`src/rtl/gumnut_ctrl_pkg.sv`:
```
// gumnut_pkg: shared states, PC operation codes, instruction classes and opcode masks
package gumnut_pkg;
  typedef enum logic [2:0] {
    S_FETCH = 3'd0, S_DECODE = 3'd1, S_EXECUTE = 3'd2, S_MEM = 3'd3, S_WRITEBACK = 3'd4, S_INT = 3'd5
  } state_e;
  typedef enum logic [2:0] {C_ALU, C_MEM, C_BRANCH, C_JUMP, C_MISC, C_NOP} class_e;
  localparam int PC_INC = 0, PC_BZ = 1, PC_BNZ = 2, PC_BC = 3, PC_BNC = 4;
  localparam int PC_JMP = 8, PC_RET = 10, PC_INTVEC = 12, PC_RETI = 13;
  // masks and match values on opcode bits IR[17:8]
  localparam logic [9:0] M_MEM = 10'h3C0, V_MEM = 10'h380;
  localparam logic [9:0] M_BR = 10'h3F0, V_BR = 10'h3E0;
  localparam logic [9:0] M_JMP = 10'h3E0, V_JMP = 10'h3C0;
  localparam logic [9:0] M_MISC = 10'h3F8, V_MISC = 10'h3F0;
  localparam logic [2:0] MI_RET = 3'd0, MI_RETI = 3'd1, MI_ENAI = 3'd2, MI_DISI = 3'd3;
endpackage

```
`src/rtl/gumnut_ctrl_if.sv`:
```
// gumnut_ctrl_if: instruction/data handshakes and control strobes of the sequencer
interface gumnut_ctrl_if #(parameter int PCOP_W = 4);
  logic [17:0] inst_i;
  logic inst_ack_i, data_ack_i, int_req_i;
  logic inst_cyc_o, IREn_c_o, PCEn_c_o, int_c_o, reti_c_o, RegWr_c_o, ccEn_c_o;
  logic [PCOP_W-1:0] PCoper_c_o;
  logic stack_push_c_o, stack_pop_c_o, data_cyc_o, data_we_o, data_port_o, int_ack_o, ie_o;
  logic [2:0] state_o;
  modport master(
    input inst_i, inst_ack_i, data_ack_i, int_req_i,
    output inst_cyc_o, IREn_c_o, PCoper_c_o, PCEn_c_o, int_c_o, reti_c_o, RegWr_c_o, ccEn_c_o,
    output stack_push_c_o, stack_pop_c_o, data_cyc_o, data_we_o, data_port_o, int_ack_o, ie_o, state_o
  );
  modport slave(
    output inst_i, inst_ack_i, data_ack_i, int_req_i,
    input inst_cyc_o, IREn_c_o, PCoper_c_o, PCEn_c_o, int_c_o, reti_c_o, RegWr_c_o, ccEn_c_o,
    input stack_push_c_o, stack_pop_c_o, data_cyc_o, data_we_o, data_port_o, int_ack_o, ie_o, state_o
  );
endinterface

```
`src/rtl/gumnut_ctrl_decode.sv`:
```
// gumnut_decode: combinational opcode classifier, first matching prefix wins
module gumnut_decode
  import gumnut_pkg::*;
(
  input  logic [9:0] op,
  output class_e     cls,
  output logic [1:0] mem_op,
  output logic [1:0] br_op,
  output logic       jsb,
  output logic [2:0] misc_op
);
  assign mem_op  = op[5:4];
  assign br_op   = op[3:2];
  assign jsb     = op[4];
  assign misc_op = op[2:0];
  // anything not starting 111 is arith-imm, arith-reg or shift
  assign cls = op[9:7] != 3'b111 ? C_ALU :
               (op & M_MEM) == V_MEM ? C_MEM :
               (op & M_BR) == V_BR ? C_BRANCH :
               (op & M_JMP) == V_JMP ? C_JUMP :
               (op & M_MISC) == V_MISC && op[2:1] != 2'b11 ? C_MISC : C_NOP;
endmodule

```
`src/rtl/gumnut_ctrl.sv`:
```
// gumnut_ctrl: fetch/decode/execute/mem/writeback sequencer with interrupt entry and ie flag
module gumnut_ctrl
  import gumnut_pkg::*;
#(
  parameter int PCOP_W = 4
) (
  input logic clk_i,
  input logic rst_i,
  input logic ClkEn_i,
  gumnut_ctrl_if.master bus
);
  state_e state, nxt;
  logic ie, ie_nxt, jsb, take_int;
  logic [9:0] ir;
  logic [3:0] pcop;
  logic [1:0] mem_op, br_op;
  logic [2:0] misc_op;
  class_e cls;
  state_e done;
  gumnut_decode u_dec (.op(ir), .cls(cls), .mem_op(mem_op), .br_op(br_op), .jsb(jsb), .misc_op(misc_op));
  // ie is sampled before any update made in the same cycle
  assign take_int = bus.int_req_i && ie;
  assign done = take_int ? S_INT : S_FETCH;
  assign bus.PCoper_c_o = PCOP_W'(pcop);
  assign bus.ie_o = ie;
  assign bus.state_o = state;
  always_ff @(posedge clk_i)
    if (!rst_i) begin
      state <= S_FETCH;
      ie <= 1'b0;
      ir <= '0;
    end else if (ClkEn_i) begin
      state <= nxt;
      ie <= ie_nxt;
      if (bus.IREn_c_o) ir <= bus.inst_i[17:8];
    end
  always_comb begin
    nxt = state;
    ie_nxt = ie;
    pcop = 4'(PC_INC);
    bus.inst_cyc_o = 1'b0;
    bus.IREn_c_o = 1'b0;
    bus.PCEn_c_o = 1'b0;
    bus.int_c_o = 1'b0;
    bus.reti_c_o = 1'b0;
    bus.RegWr_c_o = 1'b0;
    bus.ccEn_c_o = 1'b0;
    bus.stack_push_c_o = 1'b0;
    bus.stack_pop_c_o = 1'b0;
    bus.data_cyc_o = 1'b0;
    bus.data_we_o = 1'b0;
    bus.data_port_o = 1'b0;
    bus.int_ack_o = 1'b0;
    case (state)
      S_FETCH: begin
        bus.inst_cyc_o = 1'b1;
        bus.IREn_c_o = bus.inst_ack_i;
        nxt = bus.inst_ack_i ? S_DECODE : S_FETCH;
      end
      S_DECODE: begin
        bus.PCEn_c_o = 1'b1;
        nxt = S_EXECUTE;
      end
      S_EXECUTE: begin
        nxt = done;
        case (cls)
          C_ALU: begin
            bus.ccEn_c_o = 1'b1;
            nxt = S_WRITEBACK;
          end
          C_MEM: nxt = S_MEM;
          C_BRANCH: begin
            bus.PCEn_c_o = 1'b1;
            pcop = 4'(PC_BZ) + {2'b00, br_op};
          end
          C_JUMP: begin
            bus.PCEn_c_o = 1'b1;
            pcop = 4'(PC_JMP);
            bus.stack_push_c_o = jsb;
          end
          C_MISC:
            case (misc_op)
              MI_RET: begin
                bus.PCEn_c_o = 1'b1;
                pcop = 4'(PC_RET);
                bus.stack_pop_c_o = 1'b1;
              end
              MI_RETI: begin
                bus.PCEn_c_o = 1'b1;
                pcop = 4'(PC_RETI);
                bus.reti_c_o = 1'b1;
                ie_nxt = 1'b1;
              end
              MI_ENAI: ie_nxt = 1'b1;
              MI_DISI: ie_nxt = 1'b0;
              default: nxt = take_int ? S_INT : S_EXECUTE;
            endcase
          default: ;
        endcase
      end
      S_MEM: begin
        bus.data_cyc_o = 1'b1;
        bus.data_we_o = mem_op[0];
        bus.data_port_o = mem_op[1];
        if (bus.data_ack_i) nxt = mem_op[0] ? done : S_WRITEBACK;
      end
      S_WRITEBACK: begin
        bus.RegWr_c_o = 1'b1;
        nxt = done;
      end
      S_INT: begin
        bus.int_c_o = 1'b1;
        bus.PCEn_c_o = 1'b1;
        bus.int_ack_o = 1'b1;
        pcop = 4'(PC_INTVEC);
        ie_nxt = 1'b0;
        nxt = S_FETCH;
      end
      default: nxt = S_FETCH;
    endcase
  end
endmodule
```
`src/flat_wrapper.sv`:
```
// flat-port wrapper written by rule: the top's interface ports become plain ports
module gumnut_ctrl_flat import gumnut_pkg::*;
#(
  parameter int PCOP_W = 4
)
  (clk_i, rst_i, ClkEn_i, bus_inst_i, bus_inst_ack_i, bus_data_ack_i, bus_int_req_i, bus_inst_cyc_o, bus_IREn_c_o, bus_PCoper_c_o, bus_PCEn_c_o, bus_int_c_o, bus_reti_c_o, bus_RegWr_c_o, bus_ccEn_c_o, bus_stack_push_c_o, bus_stack_pop_c_o, bus_data_cyc_o, bus_data_we_o, bus_data_port_o, bus_int_ack_o, bus_ie_o, bus_state_o);
  gumnut_ctrl_if #(.PCOP_W(PCOP_W)) bus_i ();
  input logic clk_i;
  input logic rst_i;
  input logic ClkEn_i;
  input wire logic [$bits(bus_i.inst_i)-1:0] bus_inst_i;
  input wire logic [$bits(bus_i.inst_ack_i)-1:0] bus_inst_ack_i;
  input wire logic [$bits(bus_i.data_ack_i)-1:0] bus_data_ack_i;
  input wire logic [$bits(bus_i.int_req_i)-1:0] bus_int_req_i;
  output wire logic [$bits(bus_i.inst_cyc_o)-1:0] bus_inst_cyc_o;
  output wire logic [$bits(bus_i.IREn_c_o)-1:0] bus_IREn_c_o;
  output wire logic [$bits(bus_i.PCoper_c_o)-1:0] bus_PCoper_c_o;
  output wire logic [$bits(bus_i.PCEn_c_o)-1:0] bus_PCEn_c_o;
  output wire logic [$bits(bus_i.int_c_o)-1:0] bus_int_c_o;
  output wire logic [$bits(bus_i.reti_c_o)-1:0] bus_reti_c_o;
  output wire logic [$bits(bus_i.RegWr_c_o)-1:0] bus_RegWr_c_o;
  output wire logic [$bits(bus_i.ccEn_c_o)-1:0] bus_ccEn_c_o;
  output wire logic [$bits(bus_i.stack_push_c_o)-1:0] bus_stack_push_c_o;
  output wire logic [$bits(bus_i.stack_pop_c_o)-1:0] bus_stack_pop_c_o;
  output wire logic [$bits(bus_i.data_cyc_o)-1:0] bus_data_cyc_o;
  output wire logic [$bits(bus_i.data_we_o)-1:0] bus_data_we_o;
  output wire logic [$bits(bus_i.data_port_o)-1:0] bus_data_port_o;
  output wire logic [$bits(bus_i.int_ack_o)-1:0] bus_int_ack_o;
  output wire logic [$bits(bus_i.ie_o)-1:0] bus_ie_o;
  output wire logic [$bits(bus_i.state_o)-1:0] bus_state_o;
  assign bus_i.inst_i = bus_inst_i;
  assign bus_i.inst_ack_i = bus_inst_ack_i;
  assign bus_i.data_ack_i = bus_data_ack_i;
  assign bus_i.int_req_i = bus_int_req_i;
  assign bus_inst_cyc_o = bus_i.inst_cyc_o;
  assign bus_IREn_c_o = bus_i.IREn_c_o;
  assign bus_PCoper_c_o = bus_i.PCoper_c_o;
  assign bus_PCEn_c_o = bus_i.PCEn_c_o;
  assign bus_int_c_o = bus_i.int_c_o;
  assign bus_reti_c_o = bus_i.reti_c_o;
  assign bus_RegWr_c_o = bus_i.RegWr_c_o;
  assign bus_ccEn_c_o = bus_i.ccEn_c_o;
  assign bus_stack_push_c_o = bus_i.stack_push_c_o;
  assign bus_stack_pop_c_o = bus_i.stack_pop_c_o;
  assign bus_data_cyc_o = bus_i.data_cyc_o;
  assign bus_data_we_o = bus_i.data_we_o;
  assign bus_data_port_o = bus_i.data_port_o;
  assign bus_int_ack_o = bus_i.int_ack_o;
  assign bus_ie_o = bus_i.ie_o;
  assign bus_state_o = bus_i.state_o;
  gumnut_ctrl #(.PCOP_W(PCOP_W)) u_core (.clk_i(clk_i), .rst_i(rst_i), .ClkEn_i(ClkEn_i), .bus(bus_i));
endmodule
```
`config.mk`:
```
export PLATFORM = sky130hd
export DESIGN_NAME = gumnut_ctrl_flat
export DESIGN_NICKNAME = d
export VERILOG_FILES = /design/src/rtl/gumnut_ctrl_pkg.sv /design/src/rtl/gumnut_ctrl_if.sv /design/src/rtl/gumnut_ctrl_decode.sv /design/src/rtl/gumnut_ctrl.sv /design/src/flat_wrapper.sv
export SDC_FILE = /design/constraint.sdc
export NUM_CORES = 1
export LEC_CHECK = 0
export CAP_MARGIN = 20
export CORE_MARGIN = 1.5
export CORE_UTILIZATION = 37
export CTS_CLUSTER_DIAMETER = 60
export DETAILED_ROUTE_END_ITERATION = 10
export PLACE_DENSITY_LB_ADDON = 0.15
export SYNTH_ARGS = -nofsm -noshare
export SYNTH_HDL_FRONTEND = slang
export SYNTH_SLANG_ARGS = --single-unit
```
`constraint.sdc`:
```
create_clock -name clk_i -period 1.9 [get_ports clk_i]
set_clock_uncertainty 0.15 [all_clocks]
set_input_delay 0.285 -clock clk_i [delete_from_list [all_inputs] [get_ports clk_i]]
set_output_delay 0.285 -clock clk_i [all_outputs]
set_load 0.03 [all_outputs]
```
After elaboration in Yosys (flattened, before gate mapping)
Cells that the tools add are included.
{"block": "word_totals", "register_bits": 14, "inputBits": 24, "output_inout_bits": 21, "wordCells": 78}
{"block": "classes", "n_addsub": 1, "n_eq_ne": 21, "n_mux": 39, "n_reduce_logical": 14}
{"operator": "$mux W3", "n": 9}
{"operator": "$mux W1", "n": 21}
{"operator": "$eq A3 B2 Y1 const B", "n": 6}
{"operator": "$pmux W4 S2", "n": 2}
{"operator": "$pmux W3 S5", "n": 1}
{"operator": "$pmux W4 S3", "n": 1}
{"operator": "$eq A3 B1 Y1 const B", "n": 3}
{"operator": "$eq A3 B3 Y1 const B", "n": 3}
{"operator": "$logic_not A3 Y1", "n": 3}
{"operator": "$pmux W3 S3", "n": 1}
{"operator": "$pmux W1 S2", "n": 4}
{"operator": "$reduce_or A2 Y1", "n": 4}
{"operator": "$eq A7 B7 Y1 const B", "n": 1}
{"operator": "$eq A6 B6 Y1 const B", "n": 1}
{"operator": "$ne A3 B3 Y1 const B", "n": 2}
{"operator": "$eq A5 B5 Y1 const B", "n": 1}
{"operator": "$eq A4 B4 Y1 const B", "n": 1}
{"operator": "$ne A2 B2 Y1 const B", "n": 2}
{"operator": "$reduce_and A2 Y1", "n": 2}
{"operator": "$reduce_and A4 Y1", "n": 1}
{"operator": "$reduce_or A4 Y1", "n": 1}
{"operator": "$add A1 B2 Y3 const A", "n": 1}
{"operator": "$logic_and A1 B1 Y1", "n": 2}
{"operator": "$ne A2 B1 Y1 const B", "n": 1}
{"operator": "$reduce_bool A2 Y1", "n": 1}

Longest topological paths before layout
{"block": "logic_depth", "word_depth": 11, "ltp_mapped": 6, "mapped_depth_nobuf": 5}

By module
From an unflattened synthesis, not the netlist that was laid out.
{"block": "unflattened", "cells_unflattened": 133, "hier_area_um2": 1074.8}
{"module": "gumnut_ctrl", "instances": 1, "cells_each": 117, "area_per_inst_um2": 954.7, "seq_area_each_um2": 280.3}
{"module": "gumnut_decode", "instances": 1, "cells_each": 16, "area_per_inst_um2": 120.1, "seq_area_each_um2": 0.0}

Least setup slack after synthesis
OpenSTA, ideal clock, no wires.
{"block": "synth_timing", "path_type": "register to output", "startpoint": "register u_core.state[1] (netlist: u_core.bus.state_o[1])", "endpoint": "output port bus_PCoper_c_o[2]", "t_arrival_ps": 2275, "required_ps": 1465, "setup_slack_ps": -810, "stages_incl_launch_ff": 6, "path_buffers": 1, "cell_sequence": "dfxtp_1 clkbuf_1 or3b_2 nor2_1 o211ai_1 o21ai_0"}
{"block": "synth_via", "elab_chain_cells": 2, "word_cells_on_any_way": 3, "classes_between": "eq/ne (2); mux (1)"}
{"element": "from (decl)", "line_no": "gumnut_ctrl.sv:12", "source": "state_e state, nxt;"}
{"element": "from (signal assigned)", "line_no": "gumnut_ctrl.sv:33", "source": "state <= nxt;"}
{"element": "$eq A3 B3 Y1 / $eq A3 B2 Y1 (equally long branches)", "line_no": "gumnut_ctrl.sv:54", "source": "case (state)"}
{"element": "$pmux W4 S2 (*)", "line_no": "gumnut_ctrl.sv:54"}
{"element": "to (decl)", "line_no": "flat_wrapper.sv:17", "source": "output wire logic [$bits(bus_i.PCoper_c_o)-1:0] bus_PCoper_c_o;"}
Every way passes the cells marked *; elsewhere a longest branch is shown, timed or not.

Worst setup path after layout
{"block": "layout_timing", "startpoint": "register u_core.state[2] (netlist: u_core.bus.state_o[2])", "endpoint": "output port bus_PCoper_c_o[2]"}
Same word-level chain as after synthesis.

==> results.toml <==
[hold_path]
min_to = "u_core.ir[6]"
min_from = "bus_inst_i[14]"
min_path_type = "in -> reg"
whs_path_depth = 3

[synth]
synth_edf_count = 0
synth_ff_type = "dfxtp_1"
synth_cell_types = 35
synth_nets = 151
async_flop_share_pct = 0
ys_seq_area_share_pct = 28.7
synth_area_um2 = 976
synth_top_family_by_area = "simple AND/OR/NAND/NOR gates"
synth_compound_area_share_pct = 19.0
synth_xor_area_share_pct = 0
synth_fa_ha_area_share_pct = 1.28
syn_avg_cell_area_um2 = 7.75
synthCells = 126
ys_warn_count = 0
synth_seq_cells = 14
synth_mux_area_share_pct = 10.3
synth-simple-area-share_pct = 35.6

[setup_path]
cp.arrival_ns = 1.78
ff2ff_setup_slack_ns = -0.08
required_ns = 1.46
reg2reg_from = "u_core.bus.state_o[2]"
path_class = "reg -> out"
path_max_fanout = 3
reg2regPathDepth = 10
worstReg2RegEnd = "u_core.bus.ie_o"
end_kind = "output pin"
crit_path_start_kind = "register"

[timing]
fin_crit_sh_pct = 117
tightest_slew_ns = 0.528
setup_violations = 12
finalSetupTns_ns = -2.35
layout_setup_ws_ns = -0.318
worst_slew_margin_rel_pct = 64.6
maxSlewViolCount = 0
hold_viol = 0
finalCriticalPeriod_ns = 2.22
rsz0062_at_grt = "true"
whs_ns = 0.414
fmax_mhz = 451

[grt]
grt_start_max_net_pins = 11
track_usage_pct = 23.8
overflow = 0
grt_pass1_wl_um = 4980
grt_pass1_vias = 1131
grt_antenna_before_repair = 0

[power_and_ir_drop]
ir_drop_v = 0.000433
power.switching_mw = 0.228
intPower_mw = 0.523
seqPwrFrac_pct = 42.7
netSwitchingFraction_pct = 30.4
comb_power_share_pct = 24.9
p_clk_share_pct = 32.4
cellLeakagePower_nw = 0.828
power.density_mw_per_mm2 = 412

[drt]
via_per_inst = 5.47
firstDrtPassIters = 5
final_antenna_net_count = 0
dr_total_vias = 1219
detailedRoute.firstIterationViolations = 46
avgRoutedWirePerCell_um = 15.1
drc_errors = 0
drt_wl_total_um = 3370

[die]
start_util_pct = 39.4
die_y_um = 54.4
die_area_mm2 = 0.00296
pin_count = 45
rows = 18
coreArea_mm2 = 0.00248
die_width_um = 54.4

[finish]
fill_cells = 191
diodes = 0
area_growth_pct = 86.9
seq_area_um2 = 299
final_nets = 219
multiInputGateArea_um2 = 772
drive_gt1_share_pct = 46.6
layout_common_cells = "30 x buf_4, 21 x buf_6, 15 x clkdlybuf4s50_1"
mostFrequentLayoutCell = "buf_4"

[placement]
portBuffers = 36
hpwl_um = 2140
gp_congestion = 0.828

[cts]
cts_made_buffers = 3
clock_sinks = 14
worst_skew_pair.late_latency_ns = 0.31
hold_buffers = 0
h-tree-depth = 1
clock_tree.buffer_depth = 2
cts_tree = "built"
clock-root-buffer = "clkbuf_4"
clkTransAtPathRegs_ns = 0.11

[run_status]
violations = "setup timing"
status = "finished with violations"

[flow_run]
max_cap_violations = 0
## critical path: stages (launching register included)
cell,delay [ns]
dfxtp_2,0.35
or3b_4,0.42
nor2_4,0.11
o211ai_1,0.23
o21ai_2,0.21
buf_6,0.15
## per-stage QoR
step	utilization [%]	instance area, um2	worst slack (ns)	std cells	power, mW
4_1_cts	69.6	1730	-0.268	219	0.729
2_1_floorplan	-	1060	-0.158	126	0.412
3_5_place_dp	60.9	1510	0.0311	202	0.489
5_1_grt	73.6	1820	-0.338	223	0.775
6_report	73.6	1820	-0.318	223	0.751
3_3_place_gp	60.9	1510	0.0337	202	0.485
## final cells by class
type / instances / area share, %
Inverter: 3 / 0.617
Sequential cell: 14 / 16.4
Timing Repair Buffer: 72 / 36.6
Clock buffer: 4 / 1.99
Tap cell: 30 / 2.06
Multi-Input combinational cell: 100 / 42.3
## cell usage after synthesis (2+ instances only)
cell type	number	area share (%)
dfxtp_1	14	29
nor2b_1	12	7.7
o21ai_0	12	6.2
mux2i_1	10	10
nor2_1	10	3.8
a21oi_1	8	4.1
clkbuf_1	7	2.7
nand2_1	7	2.7
nor3_1	6	3.1
nand3_1	4	2.1
inv_1	3	1.2
nand3b_1	3	2.3
nor4_1	3	1.9
a22oi_1	2	1.5
and2_1	2	1.3
and3_1	2	1.3
nand2b_1	2	1.3
nor3b_1	2	1.5
## repair_timing
item,4_1_cts,5_1_grt
buffers inserted,14,5
pin swaps,8,6
setup endpoints to repair,12,17
gates resized for setup,31,27
## power groups by stage
stage / Combinational (mW) / Sequential (mW) / Clock (mW)
after detailed placement: 0.161 / 0.328 / 0
after CTS: 0.178 / 0.319 / 0.232
after global placement: 0.158 / 0.327 / 0
after global routing: 0.202 / 0.322 / 0.251
final: 0.187 / 0.320 / 0.243
after floorplan: 0.0821 / 0.330 / 0
## sequential cells by signal, indices dropped and copies added, names as in the netlist
signal,cells
u_core.ir,10
u_core.bus.ie_o,1
u_core.bus.state_o,3
## cells by family (layout without fill, tap and decap cells)
group / after synthesis / count (layout)
adders and majority gates: 1 / 1
DFF: 14 / 14
muxes: 10 / 10
and+or+nand+nor: 59 / 59
buffers and inverters: 12 / 79
AOI/OAI and AO/OA: 30 / 30
## worst max path at each step
stage                                from                 to  cells after the start
detailed placement           u_core.ir[8]       bus_reti_c_o                      4
finish              u_core.bus.state_o[2]  bus_PCoper_c_o[2]                      5
CTS                 u_core.bus.state_o[0]  bus_PCoper_c_o[2]                      5
floorplan           u_core.bus.state_o[1]  bus_PCoper_c_o[2]                      5
global placement    u_core.bus.state_o[0]  bus_PCoper_c_o[2]                      5
global route        u_core.bus.state_o[2]  bus_PCoper_c_o[2]                      5
## metal layers
layer	global-route usage (%)	up-vias	routed length, um
met5	0	-	0
met4	11.3	0	80
met3	4.37	8	178
met2	42.4	44	1710
met1	27.1	578	1400
li1	-	589	-
(Power assumes the default switching activity.)
